<file path="config.mk">
export PLATFORM = sky130hd
export DESIGN_NAME = pipe_ctrl
export DESIGN_NICKNAME = d
export VERILOG_FILES = /design/src/rtl/pipe_ctrl_pkg.sv /design/src/rtl/pipe_ctrl_mem_timeout_ctr.sv /design/src/rtl/pipe_ctrl.sv
export SDC_FILE = /design/constraint.sdc
export NUM_CORES = 1
export LEC_CHECK = 0
export ABC_AREA = 1
export CAP_MARGIN = 25
export CORE_UTILIZATION = 36
export DETAILED_ROUTE_END_ITERATION = 7
export PLACE_DENSITY_LB_ADDON = 0.25
export SLEW_MARGIN = 5
export SYNTH_ARGS = -nofsm -noshare
export SYNTH_HDL_FRONTEND = slang
export SYNTH_HIERARCHICAL = 1
export SYNTH_SLANG_ARGS = --single-unit
</file>
<file path="constraint.sdc">
create_clock -name clk -period 1.8 [get_ports clk]
set_clock_uncertainty 0.05 [all_clocks]
set_input_delay 0.54 -clock clk [delete_from_list [all_inputs] [get_ports clk]]
set_output_delay 0.54 -clock clk [all_outputs]
set_load 0.02 [all_outputs]
</file>
<file path="src/rtl/pipe_ctrl_pkg.sv">
// Shared pipeline-control constants: stall vectors, sequencer states, redirect defaults.
package pipe_ctrl_pkg;

    localparam logic [5:0] STALL_NONE = 6'b000000;
    localparam logic [5:0] STALL_ID   = 6'b000111;
    localparam logic [5:0] STALL_EX   = 6'b001111;
    localparam logic [5:0] STALL_MEM  = 6'b011111;

    localparam logic [31:0] EXC_BASE_DEF = 32'h0000_0020;
    localparam logic [31:0] ZERO_WORD    = '0;

    typedef enum logic [1:0] {
        PC_RUN     = 2'd0,
        PC_MC_BUSY = 2'd1,
        PC_FLUSH   = 2'd2
    } pc_state_e;

    function automatic logic [31:0] redirect_target(input logic        is_eret,
                                                    input logic [31:0] epc,
                                                    input logic [31:0] base);
        return is_eret ? epc : base;
    endfunction

endpackage

</file>
<file path="src/rtl/pipe_ctrl_mem_timeout_ctr.sv">
// Data-memory handshake watchdog: counts unacknowledged wait cycles, pulses bus_err on expiry.
module mem_timeout_ctr
    import pipe_ctrl_pkg::*;
#(
    parameter int unsigned MEM_TIMEOUT = 255
) (
    input  logic clk,
    input  logic rst,
    input  logic mem_wait,
    output logic bus_err
);

    localparam int unsigned    CW      = $clog2(MEM_TIMEOUT + 1);
    localparam logic [CW-1:0]  TO_LAST = CW'(MEM_TIMEOUT - 1);

    logic [CW-1:0] to_cnt;

    // Restarting from zero on expiry keeps the count bounded and re-arms the next pulse.
    always_ff @(posedge clk) begin
        if (rst) begin
            to_cnt  <= '0;
            bus_err <= 1'b0;
        end else begin
            bus_err <= mem_wait && (to_cnt == TO_LAST);
            if (!mem_wait || to_cnt == TO_LAST)
                to_cnt <= '0;
            else
                to_cnt <= to_cnt + 1'b1;
        end
    end

endmodule

</file>
<file path="src/rtl/pipe_ctrl.sv">
// Pipeline sequencer: per-stage stall vector, flush/redirect on exception, multi-cycle EX tracking.
module pipe_ctrl
    import pipe_ctrl_pkg::*;
#(
    parameter int unsigned MC_LEN_W    = 6,
    parameter int unsigned MEM_TIMEOUT = 255,
    parameter logic [31:0] EXC_BASE    = EXC_BASE_DEF
) (
    input  logic                clk,
    input  logic                rst,
    input  logic                stallreq_id,
    input  logic                mc_start,
    input  logic [MC_LEN_W-1:0] mc_len,
    input  logic                mem_req,
    input  logic                mem_ack,
    input  logic                excp_valid,
    input  logic                excp_is_eret,
    input  logic [31:0]         epc_i,
    output logic [5:0]          stall,
    output logic                flush,
    output logic [31:0]         new_pc,
    output logic                bus_err,
    output logic                mc_busy
);

    pc_state_e           state;
    logic [MC_LEN_W-1:0] mc_cnt;
    logic                excp_take;
    logic                mem_wait;

    // The FLUSH shadow belongs to squashed instructions, so neither exceptions nor mem waits count there.
    assign excp_take = excp_valid && (state != PC_FLUSH);
    assign mem_wait  = mem_req && !mem_ack && (state != PC_FLUSH) && !excp_take;

    always_comb begin
        stall = STALL_NONE;
        if (excp_take || state == PC_FLUSH)
            stall = STALL_NONE;
        else if (mem_wait)
            stall = STALL_MEM;
        else if (state == PC_MC_BUSY)
            stall = STALL_EX;
        else if (stallreq_id)
            stall = STALL_ID;
    end

    assign flush   = excp_take;
    assign new_pc  = excp_take ? redirect_target(excp_is_eret, epc_i, EXC_BASE) : ZERO_WORD;
    assign mc_busy = (state == PC_MC_BUSY);

    always_ff @(posedge clk) begin
        if (rst) begin
            state  <= PC_RUN;
            mc_cnt <= '0;
        end else begin
            case (state)
                PC_RUN: begin
                    if (excp_take) begin
                        state  <= PC_FLUSH;
                        mc_cnt <= '0;
                    end else if (mc_start && mc_len != '0) begin
                        state  <= PC_MC_BUSY;
                        mc_cnt <= mc_len;
                    end
                end
                PC_MC_BUSY: begin
                    if (excp_take) begin
                        state  <= PC_FLUSH;
                        mc_cnt <= '0;
                    end else if (!mem_wait) begin
                        if (mc_cnt <= MC_LEN_W'(1)) begin
                            state  <= PC_RUN;
                            mc_cnt <= '0;
                        end else begin
                            mc_cnt <= mc_cnt - 1'b1;
                        end
                    end
                end
                PC_FLUSH: state <= PC_RUN;
                default: begin
                    state  <= PC_RUN;
                    mc_cnt <= '0;
                end
            endcase
        end
    end

    mem_timeout_ctr #(
        .MEM_TIMEOUT(MEM_TIMEOUT)
    ) u_mem_timeout_ctr (
        .clk     (clk),
        .rst     (rst),
        .mem_wait(mem_wait),
        .bus_err (bus_err)
    );

endmodule

</file>
==> results.md <==
- Reg2reg start: mc_cnt[0]
- Crit path required time: 1210 ps
- Hold Buf Count CTS: 0
- IO Pins: 87
- Layout cells sized above 1: 49.2%
- Mean Syn Cell Area: 5.89 sq um
- Wire per inst: 16.0 um
- Slowest CP cell: clkdlybuf4s50_1
- # nets final: 382
- Net Sw Frac: 36.2%
- DR iter-0 viols: 121
- Delay-heaviest family, CP: buffers and inverters
- Tcrit/Tclk final: 116%
- Power Density: 462 mW/mm^2
- CTS tree: yes
- Hold Path Class: reg2reg
- Post-synthesis sequential area ratio: 25.7%
- Reg2Reg Depth: 11
- Hold path endpoint: u_mem_timeout_ctr/to_cnt[0]
- DRC: 0
- Reg2reg setup slack: 250 ps
- Wirelength, routed: 6020 um
- Num rows: 21
- Detail Route Antenna Nets: 0
- Pin count of the biggest net entering global routing: 17
- Final total power: 0.00137 W
- #FFs+latches synth: 17
- CP endpoint kind: output pin
- P_leak: 1.26 nW
- Synth cell types: 28
- First drt pass iteration count: 4
- Max-cap check violation count: 0
- Total CTS buffers: 3
- Cell total after placement: 367
- H-tree depth: 1
- Total GRT Usage: 27.0%
- Fmax achieved: 480 MHz
- Post-DR vias/cell: 4.90
- Top cell type's share of synthesized area: 25.7%
- Final setup vio count: 36
- Global-route wire length before repair: 8400 um
- Cell with the most instances after synthesis: nand2_1
- Post-synth top area cell: dfxtp_1
- Yosys synthesis warning count: 6
- Synth cell count leaders: nand2_1, nor2_1, inv_1
- Die X: 62.7 um
- Deepest clock path buffer count: 2
- Synthesized Nets: 275
- Failing checks: setup timing
- Run status: complete, but fails checks
- Fin crit period: 2080 ps
- Die area: 0.00393 sq mm
- Internal power: 0.000873 W
- Setup Crit Path Kind: in2out
- Synth top area cells: dfxtp_1, nand2_1, nor2_1
- Ys flop type: dfxtp_1
- Number of global-route vias before repair: 1755
- Cells along the critical path: clkdlybuf4s50_1 -> nand2_2 -> nor2_4 -> buf_6
- EDFF count, synth: 0
- Hold path depth: 1
- Worst Path Buf+Inv: 2
- DR vias: 1847
- Sequential Power Share: 29.4%
- Port Buf Inserts: 85
- Synth async-reset ratio: 0%
- Clock Tree Root: clkbuf_8
- FF-to-FF End: mc_cnt[4]
- Die Ht: 62.7 um
- Cell area after synthesis: 0.00133 sq mm
- Syn-to-layout area delta: 123%
- Hold Vio Cnt, Final: 0
- Core ar.: 0.00344 sq mm
- Clk Latency, worst-skew pair: 250 ps
- Syn Inst Count: 225
- Worst vdd ir: 0.556 mV
- Worst EP arrival: 1490 ps
- ANT cells: 0
- Final non-filler cell total: 377
- Clock sinks: 17
- Critical Path Start Type: input pin
- NetSw: 0.000496 W
- DP HPWL: 3440 um
- RSZ-0062 raised after global routing: true
- Initial Util: 38.5%
- Initial antenna violation count: 0
- Slack of the critical path: -284 ps
- CP peak stage delay: 570 ps
- Slew Limit Fails: 0
- Clock power share: 21.1%
- Grt ovf: 0
- Clock transition at path regs: 70 ps
- Critical-path maximum fanout: 1
- Hold_sp: u_mem_timeout_ctr/to_cnt[0]
- Comb power frac: 49.4%
- Routability cong.: 0.890
==> per-stage QoR <==
step                      instance area, sq um  setup TNS (ps)  hold slack, ps  worst slack, ps  utilization, %
after floorplan                           1600           -23.4             380            -23.4               -
after global placement                    2640          -36900             395             -958            76.7
after detailed placement                  2640          -37910             408             -971            76.7
after CTS                                 2870           -2720             424             -115            83.3
after global routing                      2960           -5260             438             -263            86.0
final                                     2960           -4000             413             -284            86.0
==> sequential cells by signal, summed over array words and instances (netlist names) <==
name,flops
state,2
u_mem_timeout_ctr/bus_err,1
u_mem_timeout_ctr/to_cnt,8
mc_cnt,6
==> how the worst max path moves through the flow <==
stage	start	endpoint	depth (start not counted)
4_1_cts	epc_i[22]	new_pc[22]	4
6_report	epc_i[22]	new_pc[22]	4
5_1_grt	epc_i[22]	new_pc[22]	4
3_5_place_dp	excp_valid	new_pc[31]	7
2_1_floorplan	mem_req	stall[1]	5
3_3_place_gp	excp_valid	new_pc[31]	7
==> logic make-up (layout without fill, tap and decap cells) <==
kind of cell | Yosys count | after routing | share of synthesized area [%]
AO/OA/AOI/OAI | 20 | 20 | 9.25
XOR/XNOR | 5 | 5 | 3.30
adder cells (fa/ha/maj) | 4 | 4 | 3.77
buffers and inverters | 30 | 136 | 9.62
flip-flops | 17 | 17 | 25.7
other | 1 | 1 | 0.283
AND/OR/NAND/NOR | 148 | 148 | 48.1
==> area by class of cell <==
type,instances,area (sq um)
multi-input cells,178,1230
repair buffers,112,1200
fillers,187,482
flip-flops and latches,17,345
inverters,20,85.1
well taps,46,57.6
clock buffers,3,41.3
clock inverters,1,5.00
==> per-layer routing <==
metal | part of all wire, % | vias up | global-route usage, %
met5 | 0 | - | 0
met3 | 4.6 | 6 | 5.11
li1 | - | 896 | -
met2 | 53 | 56 | 51.2
met1 | 41 | 889 | 30.0
met4 | 0.83 | 0 | 7.56
==> timing repair <==
action / in CTS / in global routing
pin swaps: 23 / 5
buffers inserted: 2 / 1
gates cloned: 2 / 1
resized for setup: 299 / 18
endpoints found under the setup margin: 39 / 38
hold endpoints to repair: 0 / 0
==> power by group through the flow <==
stage | Sequential (W) | Clock (W) | Combinational (W)
4_1_cts | 0.000402 | 0.000297 | 0.000628
3_3_place_gp | 0.000407 | 0 | 0.000560
6_report | 0.000403 | 0.000289 | 0.000676
2_1_floorplan | 0.000408 | 0 | 0.000309
5_1_grt | 0.000404 | 0.000308 | 0.000715
3_5_place_dp | 0.000408 | 0 | 0.000568
==> layout by cell type, fill, tap and decap left out, types with 5 or more instances in the layout <==
| cell type | netlist | final |
|---|---|---|
| clkdlybuf4s50_1 | 0 | 28 |
| dfxtp_1 | 17 | 15 |
| inv_2 | 1 | 5 |
| nand2_1 | 70 | 46 |
| nand3_1 | 9 | 9 |
| buf_6 | 0 | 42 |
| inv_1 | 19 | 12 |
| buf_4 | 3 | 15 |
| a21oi_1 | 11 | 8 |
| nor2_1 | 53 | 18 |
| dlygate4sd2_1 | 0 | 11 |
| buf_2 | 3 | 5 |
| nor2_4 | 1 | 36 |
| nand2_2 | 6 | 28 |
Power figures use the tool's default switching activity.
